File: src/rtl/ainv_pkg.sv
// Shared constants for the 2x2 A-inverse multiplier: FSM encoding, accumulator
// width and element indices.
package ainv_pkg;

  // Wide enough for the sum of two 32x24 signed products.
  localparam int unsigned AccW = 57;

  localparam int unsigned NumElem = 4;

  typedef enum logic [1:0] {
    StIdle,
    StMac,
    StNorm,
    StHold
  } ainv_state_e;

  // Element indices, row-major: {row, col}.
  localparam logic [1:0] IdxA11 = 2'd0;
  localparam logic [1:0] IdxA12 = 2'd1;
  localparam logic [1:0] IdxA21 = 2'd2;
  localparam logic [1:0] IdxA22 = 2'd3;

  localparam logic [2:0] MacLast = 3'd7;

endpackage

File: src/rtl/ainv_mac.sv
// Single shared signed multiplier feeding a 57-bit accumulator. The sum output is
// the value the accumulator will take on the next enabled edge.
module ainv_mac
  import ainv_pkg::*;
#(
  parameter int unsigned W_A = 32,
  parameter int unsigned W_B = 24
) (
  input  logic            clk,
  input  logic            rst_n,
  input  logic            clear,
  input  logic            enable,
  input  logic [W_A-1:0]  a,
  input  logic [W_B-1:0]  b,
  output logic [AccW-1:0] sum
);

  localparam int unsigned PW = W_A + W_B;

  logic signed [PW-1:0] a_ext;
  logic signed [PW-1:0] b_ext;
  logic signed [PW-1:0] prod;
  logic [AccW-1:0]      prod_ext;
  logic [AccW-1:0]      acc_q;

  assign a_ext    = signed'({{W_B{a[W_A-1]}}, a});
  assign b_ext    = signed'({{W_A{b[W_B-1]}}, b});
  assign prod     = a_ext * b_ext;
  assign prod_ext = {{(AccW - PW){prod[PW-1]}}, prod};

  // Clear starts a new dot product with the current product instead of zero.
  assign sum = (clear ? '0 : acc_q) + prod_ext;

  always_ff @(posedge clk or negedge rst_n) begin
    if (!rst_n) begin
      acc_q <= '0;
    end else if (enable) begin
      acc_q <= sum;
    end
  end

endmodule

File: src/rtl/ainv_mult.sv
// A_inv = R_inv * Q^T for 2x2 fixed-point matrices using one time-multiplexed MAC.
// Define AINV_SAT_EN to clamp out-of-range results and drive O_sat; otherwise results wrap.
module ainv_mult
  import ainv_pkg::*;
#(
  parameter int unsigned W_R    = 32,
  parameter int unsigned W_Q    = 24,
  parameter int unsigned Q_FRAC = 8
) (
  input  logic           I_sys_clk,
  input  logic           I_sys_rstn,
  input  logic           I_valid,
  output logic           O_ready,
  input  logic [W_R-1:0] I_Rinv11,
  input  logic [W_R-1:0] I_Rinv12,
  input  logic [W_R-1:0] I_Rinv21,
  input  logic [W_R-1:0] I_Rinv22,
  input  logic [W_Q-1:0] I_Q11,
  input  logic [W_Q-1:0] I_Q12,
  input  logic [W_Q-1:0] I_Q21,
  input  logic [W_Q-1:0] I_Q22,
  output logic [W_R-1:0] O_A11_inv,
  output logic [W_R-1:0] O_A12_inv,
  output logic [W_R-1:0] O_A21_inv,
  output logic [W_R-1:0] O_A22_inv,
  output logic           O_valid,
  input  logic           I_ready,
  output logic           O_sat
);

  ainv_state_e state_q, state_d;
  logic [2:0]  cnt_q, cnt_d;
  logic        ready_q;
  logic        accept;

  logic [W_R-1:0]  r_q   [NumElem];
  logic [W_Q-1:0]  q_q   [NumElem];
  logic [AccW-1:0] sum_q [NumElem];
  logic [W_R-1:0]  a_q   [NumElem];

  logic [1:0]      mac_elem;
  logic            mac_k;
  logic            mac_en;
  logic [W_R-1:0]  mac_a;
  logic [W_Q-1:0]  mac_b;
  logic [AccW-1:0] mac_sum;

  logic signed [AccW-1:0] shifted  [NumElem];
  logic [W_R-1:0]         norm_val [NumElem];
  logic [NumElem-1:0]     norm_ovf;

  assign accept = I_valid && ready_q;

  // Count = {element, k}: each element gets its k=1 then k=2 product back to back.
  assign mac_elem = cnt_q[2:1];
  assign mac_k    = cnt_q[0];
  assign mac_en   = (state_q == StMac);
  assign mac_a    = r_q[{mac_elem[1], mac_k}];
  assign mac_b    = q_q[{mac_elem[0], mac_k}];

  ainv_mac #(
    .W_A (W_R),
    .W_B (W_Q)
  ) u_mac (
    .clk    (I_sys_clk),
    .rst_n  (I_sys_rstn),
    .clear  (~mac_k),
    .enable (mac_en),
    .a      (mac_a),
    .b      (mac_b),
    .sum    (mac_sum)
  );

  always_comb begin
    state_d = state_q;
    cnt_d   = cnt_q;
    unique case (state_q)
      StIdle: begin
        if (accept) begin
          state_d = StMac;
          cnt_d   = '0;
        end
      end
      StMac: begin
        cnt_d = cnt_q + 3'd1;
        if (cnt_q == MacLast) state_d = StNorm;
      end
      StNorm: state_d = StHold;
      StHold: begin
        if (I_ready) state_d = StIdle;
      end
      default: state_d = StIdle;
    endcase
  end

  // Arithmetic shift floors toward minus infinity; overflow means the bits above
  // the W_R-bit sign position are not all copies of the sign.
  always_comb begin
    for (int e = 0; e < NumElem; e++) begin
      shifted[e]  = $signed(sum_q[e]) >>> Q_FRAC;
      norm_ovf[e] = ~((&shifted[e][AccW-1:W_R-1]) | ~(|shifted[e][AccW-1:W_R-1]));
`ifdef AINV_SAT_EN
      if (norm_ovf[e]) begin
        norm_val[e] = shifted[e][AccW-1] ? {1'b1, {(W_R-1){1'b0}}} : {1'b0, {(W_R-1){1'b1}}};
      end else begin
        norm_val[e] = shifted[e][W_R-1:0];
      end
`else
      norm_val[e] = shifted[e][W_R-1:0];
`endif
    end
  end

  always_ff @(posedge I_sys_clk or negedge I_sys_rstn) begin
    if (!I_sys_rstn) begin
      state_q <= StIdle;
      cnt_q   <= '0;
      ready_q <= 1'b0;
      for (int e = 0; e < NumElem; e++) begin
        r_q[e]   <= '0;
        q_q[e]   <= '0;
        sum_q[e] <= '0;
        a_q[e]   <= '0;
      end
    end else begin
      state_q <= state_d;
      cnt_q   <= cnt_d;
      ready_q <= (state_d == StIdle);
      if (accept) begin
        r_q[0] <= I_Rinv11;
        r_q[1] <= I_Rinv12;
        r_q[2] <= I_Rinv21;
        r_q[3] <= I_Rinv22;
        q_q[0] <= I_Q11;
        q_q[1] <= I_Q12;
        q_q[2] <= I_Q21;
        q_q[3] <= I_Q22;
      end
      if (mac_en && mac_k) sum_q[mac_elem] <= mac_sum;
      if (state_q == StNorm) begin
        for (int e = 0; e < NumElem; e++) a_q[e] <= norm_val[e];
      end
    end
  end

`ifdef AINV_SAT_EN
  logic sat_q;

  always_ff @(posedge I_sys_clk or negedge I_sys_rstn) begin
    if (!I_sys_rstn) begin
      sat_q <= 1'b0;
    end else if (state_q == StNorm) begin
      sat_q <= |norm_ovf;
    end
  end

  assign O_sat = sat_q;
`else
  logic unused_ovf;
  assign unused_ovf = ^norm_ovf;
  assign O_sat      = 1'b0;
`endif

  assign O_ready   = ready_q;
  assign O_valid   = (state_q == StHold);
  assign O_A11_inv = a_q[IdxA11];
  assign O_A12_inv = a_q[IdxA12];
  assign O_A21_inv = a_q[IdxA21];
  assign O_A22_inv = a_q[IdxA22];

endmodule

File: config.mk
export PLATFORM = sky130hd
export DESIGN_NAME = ainv_mult
export DESIGN_NICKNAME = d
export VERILOG_FILES = /design/src/rtl/ainv_pkg.sv /design/src/rtl/ainv_mac.sv /design/src/rtl/ainv_mult.sv
export SDC_FILE = /design/constraint.sdc
export NUM_CORES = 2
export LEC_CHECK = 0
export BUFFER_PORTS_ARGS = -buffer_cell sky130_fd_sc_hd__buf_2
export CORE_MARGIN = 1.5
export CORE_UTILIZATION = 60
export CTS_CLUSTER_SIZE = 28
export DETAILED_ROUTE_END_ITERATION = 10
export PLACE_DENSITY = 0.88
export SLEW_MARGIN = 15
export SYNTH_ARGS = -nofsm -noshare
export SYNTH_HDL_FRONTEND = slang
export SYNTH_SLANG_ARGS = --single-unit
File: constraint.sdc
create_clock -name I_sys_clk -period 10.85 [get_ports I_sys_clk]
set_input_delay 0.5425 -clock I_sys_clk [delete_from_list [all_inputs] [get_ports I_sys_clk]]
set_output_delay 0.5425 -clock I_sys_clk [all_outputs]
set_load 0.005 [all_outputs]
Word level (Yosys, flattened, before mapping) --
Cells that the tools add are included.
Storage, ports and cells: bits in registers 643, output and inout port bits 131, word-level logic and storage cells 58
Cells by class: $add $sub $neg 2, $mul 1, order comparisons 4, equal/unequal tests 5, muxes and demuxes 16, bitwise operators 3, reduce and logical (&&, ||, !) cells 7
Operators with widths (count):
- bitwise mux 228 bit | 1
- demux 57 bit (select 2 bit) | 1
- two-way mux 57 bit | 2
- binary-select mux 32 bit (select 2 bit) | 1
- two-way mux 32 bit | 2
- adder 57 bit | 1
- multiplier 32 x 24 -> 56 bit | 1
- binary-select mux 24 bit (select 2 bit) | 1
- two-way mux 24 bit | 2
- >= comparator 3 bit, second input constant | 3
- NOT 2 -> 3 bit | 3
- case mux 2 bit (4 select lines) | 1
- two-way mux 2 bit | 3
- case mux 3 bit (2 select lines) | 1
- equality test 2 bit, second input constant | 2
- logical NOT 2 bit | 2
- adder 3 x 1 -> 3 bit, second input constant | 1
- equality test 3 bit, second input constant | 1
- logical AND 1 bit | 3
- < comparator 3 x 1 -> 1 bit, second input constant | 1
- two-way mux 3 bit | 1
- equality test 2 x 1 -> 1 bit, second input constant | 1
- != test 2 bit, second input constant | 1
- AND reduction 2 bit | 1
- nonzero test 2 bit | 1

Longest topological paths before layout --
depth in word-level cells 7, depth in mapped cells 45, depth with buffers taken out 38

By module --
From an unflattened synthesis, not the netlist that was laid out.
Unflattened totals: cell total of the unflattened synthesis 4709, area, all modules 52039.9 sq um
By module, submodules not included:
- ainv_mac | instances 1, cells an instance 3591, area an instance 32517.4 sq um
- ainv_mult | instances 1, cells an instance 1118, area an instance 19522.5 sq um

Worst setup path before layout --
Ideal clock, no wire load.
kind reg2reg, from reg cnt_q[0], to reg sum_q (netlist bit norm_val[31]), library setup time 125 ps, data arrival time 9682 ps, required time 10725 ps, path slack 1043 ps, stages on the path, launching flop included 42, period minus slack after synthesis 9807 ps, cell sequence dfrtp_1 buf_6 buf_12 buf_12 buf_6 buf_6 clkbuf_1 buf_1 clkbuf_1 o21a_1 clkbuf_1 nand2_1 fa_1 fa_1 fa_1 fa_1 fa_1 inv_1 [... 6 more ...] a21oi_1 o31a_1 nand2_1 a21boi_0 o21ai_0 a21oi_1 o311ai_0 ha_1 and2_1 and4_1 nand4_1 a21oi_1 nor3_1 o31ai_1 nand2_1 a21oi_1 xnor3_1 mux2_4
Between the ends: longest elaborated chain between the ends 7, elaborated cells between the ends (all ways) 13, classes of those cells 1 x add/sub; 1 x mul; 8 x mux; 2 x bitwise; 1 x reduce/logical
Ends and longest elaborated chain:
- from (decl) | line ainv_mult.sv:32 | logic [2:0] cnt_q, cnt_d;
- from (signal assigned) | line ainv_mult.sv:127 | cnt_q <= cnt_d;
- NOT 2 -> 3 bit, on equally long branches | line ainv_mult.sv:58, ainv_mult.sv:59
- binary-select mux 32 bit (select 2 bit) / binary-select mux 24 bit (select 2 bit) (equally long branches) | line ainv_mult.sv:58, ainv_mult.sv:59
- two-way mux 32 bit (not written as such) / two-way mux 24 bit (equally long branches) (2 in a row) | line ainv_mult.sv:58, ainv_mult.sv:59
- multiplier 32 x 24 -> 56 bit | line ainv_mac.sv:28 | assign prod = a_ext * b_ext;
- adder 57 bit | line ainv_mac.sv:32 | assign sum = (clear ? '0 : acc_q) + prod_ext;
- bitwise mux 228 bit | line ainv_mult.sv:139 | if (mac_en && mac_k) sum_q[mac_elem] <= mac_sum;
- to (signal, indexed assignment) | line ainv_mult.sv:139
- to (decl) | line ainv_mult.sv:38 | logic [AccW-1:0] sum_q [NumElem];
Several ways; a longest one is shown, not always the timed one. The select of a mux whose other input is x is not followed. A chain may end at the register's enable or synchronous reset.

Final worst setup path --
from reg cnt_q[2], to reg sum_q (netlist bit norm_val[126])
Between the ends: longest elaborated chain between the ends 7, elaborated cells between the ends (all ways) 13, classes of those cells 1 x add/sub; 1 x mul; 2 x order compare; 6 x mux; 2 x bitwise; 1 x reduce/logical
Ends and longest elaborated chain:
- NOT 2 -> 3 bit (not written as such) | line ainv_mult.sv:58 | assign mac_a = r_q[{mac_elem[1], mac_k}];
- binary-select mux 32 bit (select 2 bit) | line ainv_mult.sv:58
- two-way mux 32 bit (not written as such) (2 in a row) | line ainv_mult.sv:58
- multiplier 32 x 24 -> 56 bit | line ainv_mac.sv:28
- adder 57 bit | line ainv_mac.sv:32
- bitwise mux 228 bit (*) | line ainv_mult.sv:139
Every way passes the cells marked *; elsewhere a longest branch is shown, timed or not. The select of a mux whose other input is x is not followed.

==> run_results.csv <==
group,metric,value,unit
synth,synth_cells,4174,
setup_path,worst-endpoint-required,11.37,ns
route,drt_first_iter_violations,2769,
synth,synth_area,43300,µm²
sta,tns,0,ns
setup_path,worstPathMaxFanout,29,
floorplan,design.portCount,359,
route,wl_per_cell,21.5,µm
route,wl,117000,µm
sta,hold_viol,0,
synth,ys_seq_elements,526,
synth,ys_warn_count,0,
floorplan,die_area,73800,µm²
synth,ys_seq_area_share,30.4,%
synth,synthArstFlopShare,100,%
clock_tree,root_cell_of_the_clock_tree,"clkbuf_16",
place,place.detailed.hpwl,87400,µm
cells_and_area,fin_nets,5429,
cells_and_area,layout_overhead_on_the_synthesized_area,10.9,%
setup_path,cp.arrival,10.89,ns
run_status,status,"completed",
sta,drv_slew,0,
synth,synth_fp_nets,5134,
place,placement.io_buffers,357,
setup_path,category_of_the_worst_setup_path_capture_point,"flop",
global_route,global_route_wire_length_before_repair,188000,µm
global_route,antenna_found_initial,10,
run,timing.max_cap.violations,0,
clock_tree,clock_sinks,526,
floorplan,start_util,60.6,%
cells_and_area,layout-drive-gt1-share,22.2,%
clock_tree,cts_buf_count,52,
route,detail_route.drc_violations,0,
cells_and_area,layout.cells.most_common,"inv_1",
place,gpl.final_weighted_congestion,0.969,
sta,worstMarginPinSlew,1.20,ns
floorplan,width_of_the_die,272,µm
synth,ys.flop_type,"dfrtp_1",
sta,rsz_0062_raised_after_global_routing,"false",
clock_tree,path_clk_slew,0.07,ns
route,dr_total_vias,32100,
setup_path,ff2ff_setup_slack,0.48,ns
global_route,globalRoute.totalOverflow,0,
worst_hold_path,min-delay-path-class,"in2reg",
setup_path,crit_type,"reg2reg",
sta,finClkSkew,0.0487,ns
synth,synthesis.area_per_instance,10.4,µm²
sta,post-route-min-period,10.37,ns
sta,maximum_achievable_frequency,96.5,MHz
setup_path,crit_slowest_cell,"dfrtp_4",
route,postRouteAntennaNets,0,
route,vias_per_instance,5.87,
global_route,vias_in_the_first_global_route,35100,
floorplan,die_span_y,272,µm
floorplan,fp-row-count,98,
clock_tree,cts_tree,"done",
sta,timing.final.crit_share,95.5,%
floorplan,coreArea,71500,µm²
synth,ys_types,70,
clock_tree,h-tree-depth,2,
setup_path,worst_path_largest_cell_delay,0.72,ns
clock_tree,clockBufferDepth,3,
global_route,pin_count_of_the_biggest_net_entering_global_routing,190,
global_route,global_route.usage.total,32.8,%
sta,finalSetupViolations,0,
setup_path,critPathLaunchType,"flop",
route,drt-pass1-iter-count,6,
sta,max-slew-margin-rel,20.2,%
synth,post_synth_edffs,0,
clock_tree,clkLatencyLatePin,0.64,ns
cells_and_area,mostFrequentLayoutCells,"inv_1, nand2_1, fa_1",
setup_path,timing.critical_path.mode_cell,"fa_1",
logic make-up after synthesis:
logic type | Yosys count | synth area share (%)
compound gates | 347 | 4.91
simple gates | 1113 | 10.7
fa+ha+maj | 732 | 30.8
flops | 526 | 30.4
xor+xnor | 96 | 1.99
mux | 502 | 13.6
buf+inv | 857 | 7.61
other cells | 1 | 0.00865
per-stage QoR:
stage	setup slack, ns	utilization [%]	area [µm²]	std cells	hold WS [ns]
6_report	0.484	67.2	48100	5470	0.0861
5_1_grt	0.0265	67.2	48100	5468	0.0805
4_1_cts	0.482	67.2	48000	5462	0.0627
3_5_place_dp	0.525	64.6	46200	5363	0.455
3_3_place_gp	0.808	64.6	46200	5363	0.450
2_1_floorplan	1.04	-	43300	4174	0.247
worst max-delay path, delay by kind of cell (launching register included):
kind                       cells  cell delay (ns)
adders and majority gates      9             4.31
and+or+nand+nor               11             1.89
AOI/OAI and AO/OA              4             1.22
DFF                            1             0.72
xor gates and xnor gates       1             0.16
buffers and inverters          7             1.04
muxes                          2             0.91
synth_stat cells (3+ instances only):
library cell | number | area [µm²]
or2_2 | 5 | 31.3
o21bai_1 | 10 | 75.1
and2_1 | 82 | 513
xnor2_1 | 84 | 736
nor3_1 | 18 | 90.1
buf_1 | 10 | 37.5
nand3_1 | 17 | 85.1
o22ai_1 | 3 | 18.8
or3_1 | 5 | 31.3
dfrtp_1 | 526 | 13200
o211ai_1 | 9 | 67.6
inv_1 | 656 | 2460
a211oi_1 | 11 | 82.6
buf_2 | 6 | 30.0
o21ai_1 | 8 | 40.0
buf_6 | 4 | 45.0
clkbuf_1 | 173 | 649
xor2_1 | 10 | 87.6
a21boi_0 | 7 | 52.6
nor2_1 | 288 | 1080
o31ai_1 | 9 | 67.6
a211o_1 | 3 | 26.3
and3_1 | 10 | 62.6
o21a_1 | 28 | 210
ha_1 | 174 | 2180
a21oi_1 | 67 | 335
clkinv_1 | 3 | 11.3
nand2_1 | 623 | 2340
fa_1 | 558 | 11200
a31oi_1 | 5 | 31.3
mux2_4 | 5 | 75.1
mux2i_1 | 52 | 521
nand2b_1 | 19 | 119
mux2_2 | 419 | 4720
a21o_1 | 29 | 218
mux4_2 | 22 | 495
nand4_1 | 6 | 37.5
nor4_1 | 3 | 18.8
o21ai_0 | 133 | 666
buf_4 | 3 | 22.5
nor2b_1 | 30 | 188
o311ai_0 | 4 | 35.0
repair_timing:
action                     CTS  global route
hold endpoints to repair    18             0
resized for setup            0             5
setup endpoints to repair    0            25
hold buffers                 1             0
setup buffers                0             1
layer usage:
metal  part of all wire [%]  vias to the layer above  GRT usage, %
li1                       -                    13600             -
met1                     36                    16200          39.9
met2                     48                     1690          53.1
met3                    9.2                      546          7.60
met4                    7.4                        6          20.5
met5                  0.038                        -             0
state kept, by name, summed over array words and instances (netlist names):
| register | flops |
|---|---|
| cnt_q | 3 |
| u_mac.acc_q | 40 |
| O_A11_inv | 32 |
| O_A12_inv | 32 |
| r_q | 128 |
| q_q | 96 |
| norm_val | 128 |
| O_A21_inv | 32 |
| O_A22_inv | 32 |
| O_ready | 1 |
| state_q | 2 |
final cells by class:
type                            instances  area (µm²)
Fill cell                            4959       23400
Timing Repair Buffer                  439        2490
Clock buffer                           71        1460
Tap cell                              950        1190
Multi-Input combinational cell       2791       26900
Sequential cell                       526       13200
Clock inverter                         27         345
Inverter                              659        2470
Antenna cell                            7        17.5
path summary, 6_finish.rpt:
check	to	cells after the start	from
max	norm_val[126]$_DFFE_PN0P_	34	cnt_q[2]$_DFFE_PN0P_
max reg2reg	norm_val[126]$_DFFE_PN0P_	34	cnt_q[2]$_DFFE_PN0P_
min reg2reg	u_mac.acc_q[30]$_DFFE_PN0P_	2	u_mac.acc_q[30]$_DFFE_PN0P_
min	state_q[1]$_DFF_PN0_	2	I_ready
min in group asynchronous	q_q[71]$_DFFE_PN0P_	2	I_sys_rstn
max in group asynchronous	O_A22_inv[28]$_DFFE_PN0P_	4	I_sys_rstn
Power is left out: the tool's default activity adds up to more than one toggle a clock period on the data nets, which glitch-free logic cannot reach.
